`src/rtl/and_masking_pkg.sv`:
```
// Shared types and helpers for the 2-share masked AND feeder.
package and_masking_pkg;

  typedef enum logic [1:0] {
    IDLE,
    RND,
    DRIVE,
    PRECH
  } feeder_state_e;

  // Index of each share inside the packed share register.
  localparam int unsigned ShareA0   = 0;
  localparam int unsigned ShareA1   = 1;
  localparam int unsigned ShareB0   = 2;
  localparam int unsigned ShareB1   = 3;
  localparam int unsigned NumShares = 4;

  // Width of a counter that indexes the HOLD cycles of DRIVE (at least 1 bit).
  function automatic int unsigned calc_hold_cnt_width(input int unsigned hold);
    return (hold > 1) ? $clog2(hold) : 1;
  endfunction

endpackage

```
`src/rtl/mask_rnd_cache.sv`:
```
// Mask cache for the masked AND feeder: holds m1/m2 from one RNG word and a valid flag.
// Optional feature macro: FEEDER_MASK_REUSE_EN (one RNG word serves REUSE_MAX ops).
module mask_rnd_cache #(
  parameter int unsigned WIDTH     = 8,
  parameter int unsigned REUSE_MAX = 4
) (
  input  logic               clk,
  input  logic               rst,
  input  logic               load,
  input  logic [2*WIDTH-1:0] rnd_word,
  input  logic               consume,
  input  logic               flush,
  output logic [WIDTH-1:0]   m1,
  output logic [WIDTH-1:0]   m2,
  output logic               valid
);

  if (REUSE_MAX == 0) begin : g_bad_reuse
    $error("REUSE_MAX must be at least 1");
  end

  logic [WIDTH-1:0] m1_q, m1_d, m2_q, m2_d;
  logic             valid_q, valid_d;

`ifdef FEEDER_MASK_REUSE_EN
  localparam int unsigned CntW = $clog2(REUSE_MAX + 1);
  localparam logic [CntW-1:0] ReuseLast = CntW'(REUSE_MAX - 1);
  logic [CntW-1:0] cnt_q, cnt_d;
`endif

  // Next-state: load on RNG handshake, invalidate after the op(s) the word may serve.
  always_comb begin
    m1_d    = m1_q;
    m2_d    = m2_q;
    valid_d = valid_q;
`ifdef FEEDER_MASK_REUSE_EN
    cnt_d   = cnt_q;
`endif
    if (load) begin
      m1_d    = rnd_word[WIDTH-1:0];
      m2_d    = rnd_word[2*WIDTH-1:WIDTH];
      valid_d = 1'b1;
    end
`ifdef FEEDER_MASK_REUSE_EN
    if (consume) begin
      if (cnt_q == ReuseLast) begin
        valid_d = 1'b0;
        cnt_d   = '0;
      end else begin
        cnt_d = cnt_q + 1'b1;
      end
    end
    if (flush) begin
      valid_d = 1'b0;
      cnt_d   = '0;
    end
`else
    if (consume || flush) begin
      valid_d = 1'b0;
    end
`endif
    // Spent masks are wiped so they never linger in the register.
    if (!valid_d) begin
      m1_d = '0;
      m2_d = '0;
    end
  end

  // State register with synchronous reset.
  always_ff @(posedge clk) begin
    if (rst) begin
      m1_q    <= '0;
      m2_q    <= '0;
      valid_q <= 1'b0;
`ifdef FEEDER_MASK_REUSE_EN
      cnt_q   <= '0;
`endif
    end else begin
      m1_q    <= m1_d;
      m2_q    <= m2_d;
      valid_q <= valid_d;
`ifdef FEEDER_MASK_REUSE_EN
      cnt_q   <= cnt_d;
`endif
    end
  end

  assign m1    = m1_q;
  assign m2    = m2_q;
  assign valid = valid_q;

endmodule

```
`src/rtl/masked_and_feeder.sv`:
```
// Upstream feeder of the 2-share masked AND gate: masks operands, drives shares for HOLD
// cycles, precharges to zero and strobes res_valid when the gate result is valid.
// Optional feature macro: FEEDER_MASK_REUSE_EN (handled inside mask_rnd_cache).
module masked_and_feeder
  import and_masking_pkg::*;
#(
  parameter int unsigned WIDTH     = 8,
  parameter int unsigned GATE_LAT  = 2,
  parameter int unsigned HOLD      = 2,
  parameter int unsigned REUSE_MAX = 4
) (
  input  logic               clk,
  input  logic               rst,
  input  logic               in_valid,
  output logic               in_ready,
  input  logic [WIDTH-1:0]   in_a,
  input  logic [WIDTH-1:0]   in_b,
  input  logic               rnd_valid,
  output logic               rnd_ready,
  input  logic [2*WIDTH-1:0] rnd_data,
  output logic [WIDTH-1:0]   a0,
  output logic [WIDTH-1:0]   a1,
  output logic [WIDTH-1:0]   b0,
  output logic [WIDTH-1:0]   b1,
  output logic [WIDTH-1:0]   mask_or,
  output logic               share_vld,
  output logic               res_valid
);

  if (HOLD < GATE_LAT) begin : g_bad_hold
    $error("HOLD must be >= GATE_LAT");
  end
  if (GATE_LAT == 0) begin : g_bad_lat
    $error("GATE_LAT must be at least 1");
  end

  localparam int unsigned CntW = calc_hold_cnt_width(HOLD);
  localparam logic [CntW-1:0] HoldLast = CntW'(HOLD - 1);
  localparam logic [CntW-1:0] GateLast = CntW'(GATE_LAT - 1);

  feeder_state_e state_q, state_d;
  logic [NumShares-1:0][WIDTH-1:0] shares_q, shares_d;
  logic [WIDTH-1:0] mask_or_q, mask_or_d;
  logic [WIDTH-1:0] a_q, a_d, b_q, b_d;
  logic [CntW-1:0]  cnt_q, cnt_d;
  logic share_vld_q, share_vld_d, res_valid_q, res_valid_d;
  logic in_ready_q, in_ready_d, rnd_ready_q, rnd_ready_d;

  logic             in_acc, rnd_acc;
  logic [WIDTH-1:0] cache_m1, cache_m2, cache_unused_m2, m1_src, m2_src, a_src, b_src;
  logic             cache_valid;

  assign in_acc  = in_valid & in_ready_q;
  assign rnd_acc = rnd_valid & rnd_ready_q;
  assign cache_unused_m2 = '0;

  mask_rnd_cache #(
    .WIDTH     (WIDTH),
    .REUSE_MAX (REUSE_MAX)
  ) u_cache (
    .clk      (clk),
    .rst      (rst),
    .load     (rnd_acc),
    .rnd_word (rnd_data),
    .consume  (state_q == PRECH),
    .flush    (1'b0),
    .m1       (cache_m1),
    .m2       (cache_m2),
    .valid    (cache_valid)
  );

  // Share sources: fresh RNG word on the RND->DRIVE edge, cached word on the direct
  // IDLE->DRIVE edge; the operand comes straight from the input on that direct path.
  always_comb begin
    m1_src = (state_q == RND) ? rnd_data[WIDTH-1:0]       : cache_m1;
    m2_src = (state_q == RND) ? rnd_data[2*WIDTH-1:WIDTH] : cache_m2;
    a_src  = (state_q == IDLE) ? in_a : a_q;
    b_src  = (state_q == IDLE) ? in_b : b_q;
  end

  // Next-state logic and registered outputs, all decided from the upcoming state.
  always_comb begin
    state_d     = state_q;
    shares_d    = shares_q;
    mask_or_d   = mask_or_q;
    a_d         = a_q;
    b_d         = b_q;
    cnt_d       = '0;
    unique case (state_q)
      IDLE: begin
        if (in_acc) begin
          a_d     = in_a;
          b_d     = in_b;
          state_d = cache_valid ? DRIVE : RND;
        end
      end
      RND: begin
        if (rnd_acc) state_d = DRIVE;
      end
      DRIVE: begin
        if (cnt_q == HoldLast) state_d = PRECH;
        else                   cnt_d   = cnt_q + 1'b1;
      end
      PRECH: begin
        a_d     = '0;
        b_d     = '0;
        state_d = IDLE;
      end
      default: state_d = IDLE;
    endcase

    // All lanes and shares update on the single DRIVE entry edge, then hold.
    if (state_d != DRIVE) begin
      shares_d  = '0;
      mask_or_d = '0;
    end else if (state_q != DRIVE) begin
      shares_d[ShareA0] = a_src ^ m1_src;
      shares_d[ShareA1] = m1_src;
      shares_d[ShareB0] = b_src ^ m2_src;
      shares_d[ShareB1] = m2_src;
      mask_or_d         = m1_src | m2_src;
    end

    share_vld_d = (state_d == DRIVE);
    res_valid_d = (state_q == DRIVE) && (cnt_q == GateLast);
    in_ready_d  = (state_d == IDLE);
    rnd_ready_d = (state_d == RND);
  end

  // State and output registers with synchronous reset.
  always_ff @(posedge clk) begin
    if (rst) begin
      state_q     <= IDLE;
      shares_q    <= '0;
      mask_or_q   <= '0;
      a_q         <= '0;
      b_q         <= '0;
      cnt_q       <= '0;
      share_vld_q <= 1'b0;
      res_valid_q <= 1'b0;
      in_ready_q  <= 1'b0;
      rnd_ready_q <= 1'b0;
    end else begin
      state_q     <= state_d;
      shares_q    <= shares_d;
      mask_or_q   <= mask_or_d;
      a_q         <= a_d;
      b_q         <= b_d;
      cnt_q       <= cnt_d;
      share_vld_q <= share_vld_d;
      res_valid_q <= res_valid_d;
      in_ready_q  <= in_ready_d;
      rnd_ready_q <= rnd_ready_d;
    end
  end

  assign a0        = shares_q[ShareA0];
  assign a1        = shares_q[ShareA1];
  assign b0        = shares_q[ShareB0];
  assign b1        = shares_q[ShareB1] | cache_unused_m2;
  assign mask_or   = mask_or_q;
  assign share_vld = share_vld_q;
  assign res_valid = res_valid_q;
  assign in_ready  = in_ready_q;
  assign rnd_ready = rnd_ready_q;

endmodule

```
`config.mk`:
```
export PLATFORM = sky130hd
export DESIGN_NAME = masked_and_feeder
export DESIGN_NICKNAME = d
export VERILOG_FILES = /design/src/rtl/and_masking_pkg.sv /design/src/rtl/mask_rnd_cache.sv /design/src/rtl/masked_and_feeder.sv
export SDC_FILE = /design/constraint.sdc
export NUM_CORES = 1
export LEC_CHECK = 0
export CELL_PAD_IN_SITES_DETAIL_PLACEMENT = 0
export CELL_PAD_IN_SITES_GLOBAL_PLACEMENT = 1
export CORE_MARGIN = 4
export CORE_UTILIZATION = 37
export DETAILED_ROUTE_END_ITERATION = 12
export GPL_TIMING_DRIVEN = 0
export HOLD_SLACK_MARGIN = 0.05
export PLACE_DENSITY = 0.84
export SLEW_MARGIN = 30
export SYNTH_ARGS = -nofsm -noshare
export SYNTH_HDL_FRONTEND = slang
export SYNTH_SLANG_ARGS = --single-unit
```
`constraint.sdc`:
```
create_clock -name clk -period 2.2 [get_ports clk]
set_clock_uncertainty 0.1 [all_clocks]
set_input_delay 0.44 -clock clk [delete_from_list [all_inputs] [get_ports clk]]
set_output_delay 0.44 -clock clk [all_outputs]
set_load 0.02 [all_outputs]
```
# [Word-level counts from Yosys, hierarchy flattened]
# Index checks and enable logic that the tools add are counted.
[classes] add_sub_neg=1 n_eq_ne=8 n_mux=15 bitwise=7 n_reduce_logical=8
[ops] operator="$mux W8" count=6
[ops] operator="$pmux W8 S2" count=2
[ops] operator="$xor A8 B8 Y8" count=2
[ops] operator="$mux W2" count=4
[ops] operator="$or A8 B8 Y8" count=1
[ops] operator="$pmux W2 S4" count=1
[ops] operator="$eq A2 B2 Y1 const B" count=3
[ops] operator="$ne A2 B2 Y1 const B" count=3
[ops] operator="$eq A2 B1 Y1 const B" count=2
[ops] operator="$logic_not A2 Y1" count=2
[ops] operator="$reduce_or A2 Y1" count=2
[ops] operator="$reduce_or A3 Y1" count=1
[ops] operator="$and A1 B1 Y1" count=2
[ops] operator="$mux W1" count=2
[ops] operator="$not A1 Y1" count=2
[ops] operator="$reduce_and A2 Y1" count=1
[ops] operator="$reduce_bool A2 Y1" count=1
[ops] operator="$add A1 B1 Y1 const B" count=1
[ops] operator="$logic_and A1 B1 Y1" count=1
[totals] reg_bits=80 inputBits=36 word_cells=55

# [Depth between registers and ports, before layout]
[logic_depth] depth_word=5 ltp_mapped=8 depth_no_buf=4

# [Modules after synthesis]
# A second synthesis with hierarchy kept.
[unflattened] hier_cells=423 hier_area_um2=3928.8
[by_module_without_submodules] mod="masked_and_feeder" instances=1 cells_each=366 area_each_um2=3228.1
[by_module_without_submodules] mod="mask_rnd_cache" instances=1 cells_each=57 area_each_um2=700.7

# [Worst setup path before layout]
# Ideal clock, no wire load.
[synth_path] path_type="register to register" start="reg rnd_ready_q, in the netlist rnd_ready" end="reg shares_q, in the netlist a1[0]" t_arrival_ns=1.637 required_time_ns=2.027 setup_slack_ns=0.390 stages_incl_launch_ff=7 n_path_buf=2 period_less_slack_ns=1.810 path_cell_list="dfxtp_1 nand2_1 a22o_1 or3_1 buf_2 buf_6 nor3_2"
[synth_via] elab_chain_cells=5
[synth_rtl] item="start, declared" line="masked_and_feeder.sv:47" source="logic in_ready_q, in_ready_d, rnd_ready_q, rnd_ready_d;"
[synth_rtl] item="start signal, assigned" line="masked_and_feeder.sv:153" source="rnd_ready_q <= rnd_ready_d;"
[synth_rtl] item="$and A1 B1 Y1" line="masked_and_feeder.sv:54" source="assign rnd_acc = rnd_valid & rnd_ready_q;"
[synth_rtl] item="$mux W2" line="masked_and_feeder.sv:98" source="if (rnd_acc) state_d = DRIVE;"
[synth_rtl] item="$pmux W2 S4" line="masked_and_feeder.sv:89" source="unique case (state_q)"
[synth_rtl] item="$ne A2 B2 Y1" line="masked_and_feeder.sv:113" source="if (state_d != DRIVE) begin"
[synth_rtl] item="$reduce_or A2 Y1 (no line)"
[synth_rtl] item="end signal, assigned" line="masked_and_feeder.sv:145" source="shares_q <= shares_d;"
[synth_rtl] item="end, declared" line="masked_and_feeder.sv:42" source="logic [NumShares-1:0][WIDTH-1:0] shares_q, shares_d;"
# Every way passes these cells.
# A chain may end at the register's enable or synchronous reset.

# [Worst setup path after layout]
[layout_path] start="in rnd_valid" end="reg mask_or_q[5], in the netlist mask_or[5]"
[layout_via] elab_chain_cells=5
[layout_rtl] item="start, declared" line="masked_and_feeder.sv:18" source="input logic rnd_valid,"
[layout_rtl] item="$and A1 B1 Y1" line="masked_and_feeder.sv:54"
[layout_rtl] item="$mux W2" line="masked_and_feeder.sv:98"
[layout_rtl] item="$pmux W2 S4" line="masked_and_feeder.sv:89"
[layout_rtl] item="$ne A2 B2 Y1" line="masked_and_feeder.sv:113"
[layout_rtl] item="$reduce_or A2 Y1 (no line)"
[layout_rtl] item="end signal, assigned" line="masked_and_feeder.sv:146" source="mask_or_q <= mask_or_d;"
[layout_rtl] item="end, declared" line="masked_and_feeder.sv:43" source="logic [WIDTH-1:0] mask_or_q, mask_or_d;"
# Every way passes these cells.

==> metrics.yaml <==
final_cells: 632
grt_max_degree: 12
timing.fmax_ghz: 0.480
clock_latency_ns: 0.35
grt_setup_unrepaired: "no"
ios: 80
drive_gt1_share_pct: 9.94
vdd_ir_drop_max_mv: 0.330
synth.net_count: 447
area_delta_synth_final_pct: 31.4
max_slew_margin_pct: 50.8
place_area_um2: 4560
start_util_pct: 38.5
cp_max_fo: 10
cpMostUsedCell: "buf_2"
clockBufferDepth: 2
cp_slowest_stage_delay_ns: 0.55
required_ns: 2.38
r2r-start: "state_q[1]"
post_drt_wl_per_cell_um: 17.2
gr-total-overflow: 0
cp_cell_sequence: "clkdlybuf4s50_1, nand2_2, a22o_1, or3_1, buf_2, buf_2, a21oi_1"
drt_iter0_drc: 153
grt_pass1_vias: 3339
whs_path_depth: 2
status: "finished, final reports clean"
min_period_ns: 2.08
finalCritPeriodShare_pct: 94.7
synthCells: 411
port_buffers: 79
design_area_um2: 4740
coreArea_um2: 9370
setup_viol: 0
detail-route-antenna-nets: 0
rows: 35
die_y_um: 107
worst_slew_pin_slew_ns: 0.738
endpoint_kind: "flop"
via_per_inst: 5.21
routed_wl_um: 10800
hp-class: "flop to flop"
dp.cells: 619
grt_pass1_wl_um: 17500
regArea_um2: 1600
multiInputGateArea_um2: 1860
cts_tree: "done"
clock_sinks: 80
clock-root-buffer: "clkbuf_8"
grt_util_all_layers_pct: 19.8
htree_levels: 3
crit_type: "input port to flop"
ys_ff_latch: 80
fillers: 933
hold_viol_final: 0
hold_path_startpoint: "mask_or[4]"
syn_avg_cell_area_um2: 8.78
rr_endpoint: "b0[7]"
crit_slowest_cell: "clkdlybuf4s50_1"
synthesis.area_um2: 3610
diodes: 0
min_to: "mask_or[4]"
dpl.hpwl_um: 8030
yosysWarningCount: 0
powerDensity_nw_per_um2: 812
die_area_um2: 11400
place_congestion: 0.873
antenna_found_initial: 0
rr_worst_depth: 6
final_net_count: 537
path_clk_slew_ns: 0.07
final_common_cell: "dfxtp_1"
worstSetupStartpointType: "input port"
yosysSeqAreaShare_pct: 44.4
maxCapViolCount: 0
cts_buffers: 9
ys_types: 31
most-common-layout-cells: "dfxtp_1 (80), clkdlybuf4s50_1 (79), nand2_1 (55), nor2_1 (50)"
critical_path_arrival_ns: 2.27
worst-r2r-setup-slack_ns: 0.21
drc: 0
first_pass_iters: 4
post-cts-setup-buffers: 0
p_leak_nw: 1.54
die_w_um: 107
drv_slew: 0
vias: 3291
## worst max-delay path: cells and delay by family
kind                   cells  cell delay [ns]
AO/OA/AOI/OAI              2             0.39
AND/OR/NAND/NOR            2             0.50
buffers and inverters      3             0.93
## worst max-delay path by stage
| stage | slack [ns] | start | cells after the start | endpoint |
|---|---|---|---|---|
| global route | 0.01 | rnd_valid | 6 | u_cache.m1[0] |
| detailed placement | -0.34 | rnd_valid | 6 | u_cache.m1[3] |
| floorplan | 0.39 | rnd_ready | 6 | a1[0] |
| finish | 0.12 | rnd_valid | 7 | mask_or[5] |
| CTS | 0.02 | in_valid | 7 | a_q[7] |
| global placement | -0.33 | rnd_valid | 6 | u_cache.m1[1] |
## power breakdown
group	total (W)	internal, W	switching (W)	leakage, nW
Combinational	0.00128	0.000538	0.000745	0.811
Clock	0.000943	0.000452	0.000492	0.0842
Sequential	0.00163	0.00155	0.0000710	0.647
## kinds of logic after synthesis
kind of cell | share of synthesized area [%]
xor+xnor | 7.77
simple gates | 19.2
mux | 8.88
buf+inv | 4.54
flops | 44.4
compound gates | 15.2
## metal layers
layer	wire [µm]	share of wire [%]	vias to the layer above	track usage, %
li1	-	-	1603	-
met1	4920	45	1564	27.2
met2	5050	47	107	30.8
met3	656	6.0	17	3.13
met4	226	2.1	0	8.04
met5	0	0	-	0
## synthesized netlist by cell type
library cell,instances,area share (%)
o21ai_1,1,0.14
o311ai_0,7,1.7
dfxtp_1,80,44
nor2b_1,2,0.35
mux2i_1,32,8.9
and2_1,1,0.17
a211oi_1,1,0.21
buf_4,1,0.21
o21ai_0,17,2.4
a22o_1,1,0.24
a21oi_1,27,3.7
nand2b_1,3,0.52
a311oi_1,1,0.24
nor2_1,50,5.2
nand2_1,57,5.9
o22ai_1,16,2.8
a21o_1,1,0.21
o32ai_1,1,0.24
or3_1,8,1.4
nor4bb_1,1,0.28
nor3b_1,1,0.21
inv_1,3,0.31
nand3b_1,1,0.21
nor3_2,16,4.4
xnor2_1,32,7.8
buf_2,8,1.1
a22oi_1,16,3.3
clkbuf_1,17,1.8
buf_1,2,0.21
nor3_1,4,0.55
buf_6,3,0.94
## per-stage QoR
| step | setup slack (ns) | power, W | utilization, % | hold WS, ns | TNS, ns |
|---|---|---|---|---|---|
| finish | 0.117 | 0.00385 | 50.6 | 0.359 | 0 |
| detailed placement | -0.340 | 0.00293 | 48.7 | 0.344 | -17.19 |
| floorplan | 0.390 | 0.00249 | - | 0.317 | 0 |
| global placement | -0.326 | 0.00290 | 48.7 | 0.331 | -16.52 |
| CTS | 0.0230 | 0.00386 | 50.4 | 0.355 | 0 |
| global route | 0.0111 | 0.00407 | 50.6 | 0.392 | 0 |
## repair_timing
item | in CTS | in global routing
setup endpoints to repair | 10 | 57
resized for setup | 1 | 12
hold buffers | 0 | 0
## layout make-up
cell class | count | share of cell area, %
multi-input cells | 297 | 39.2
well taps | 129 | 3.40
flip-flops and latches | 80 | 33.8
inverters | 3 | 0.237
repair buffers | 79 | 16.7
plain buffers | 31 | 3.35
clock buffers | 12 | 3.27
clock inverters | 1 | 0.106
No activity file was read; power rests on OpenSTA's default activity.
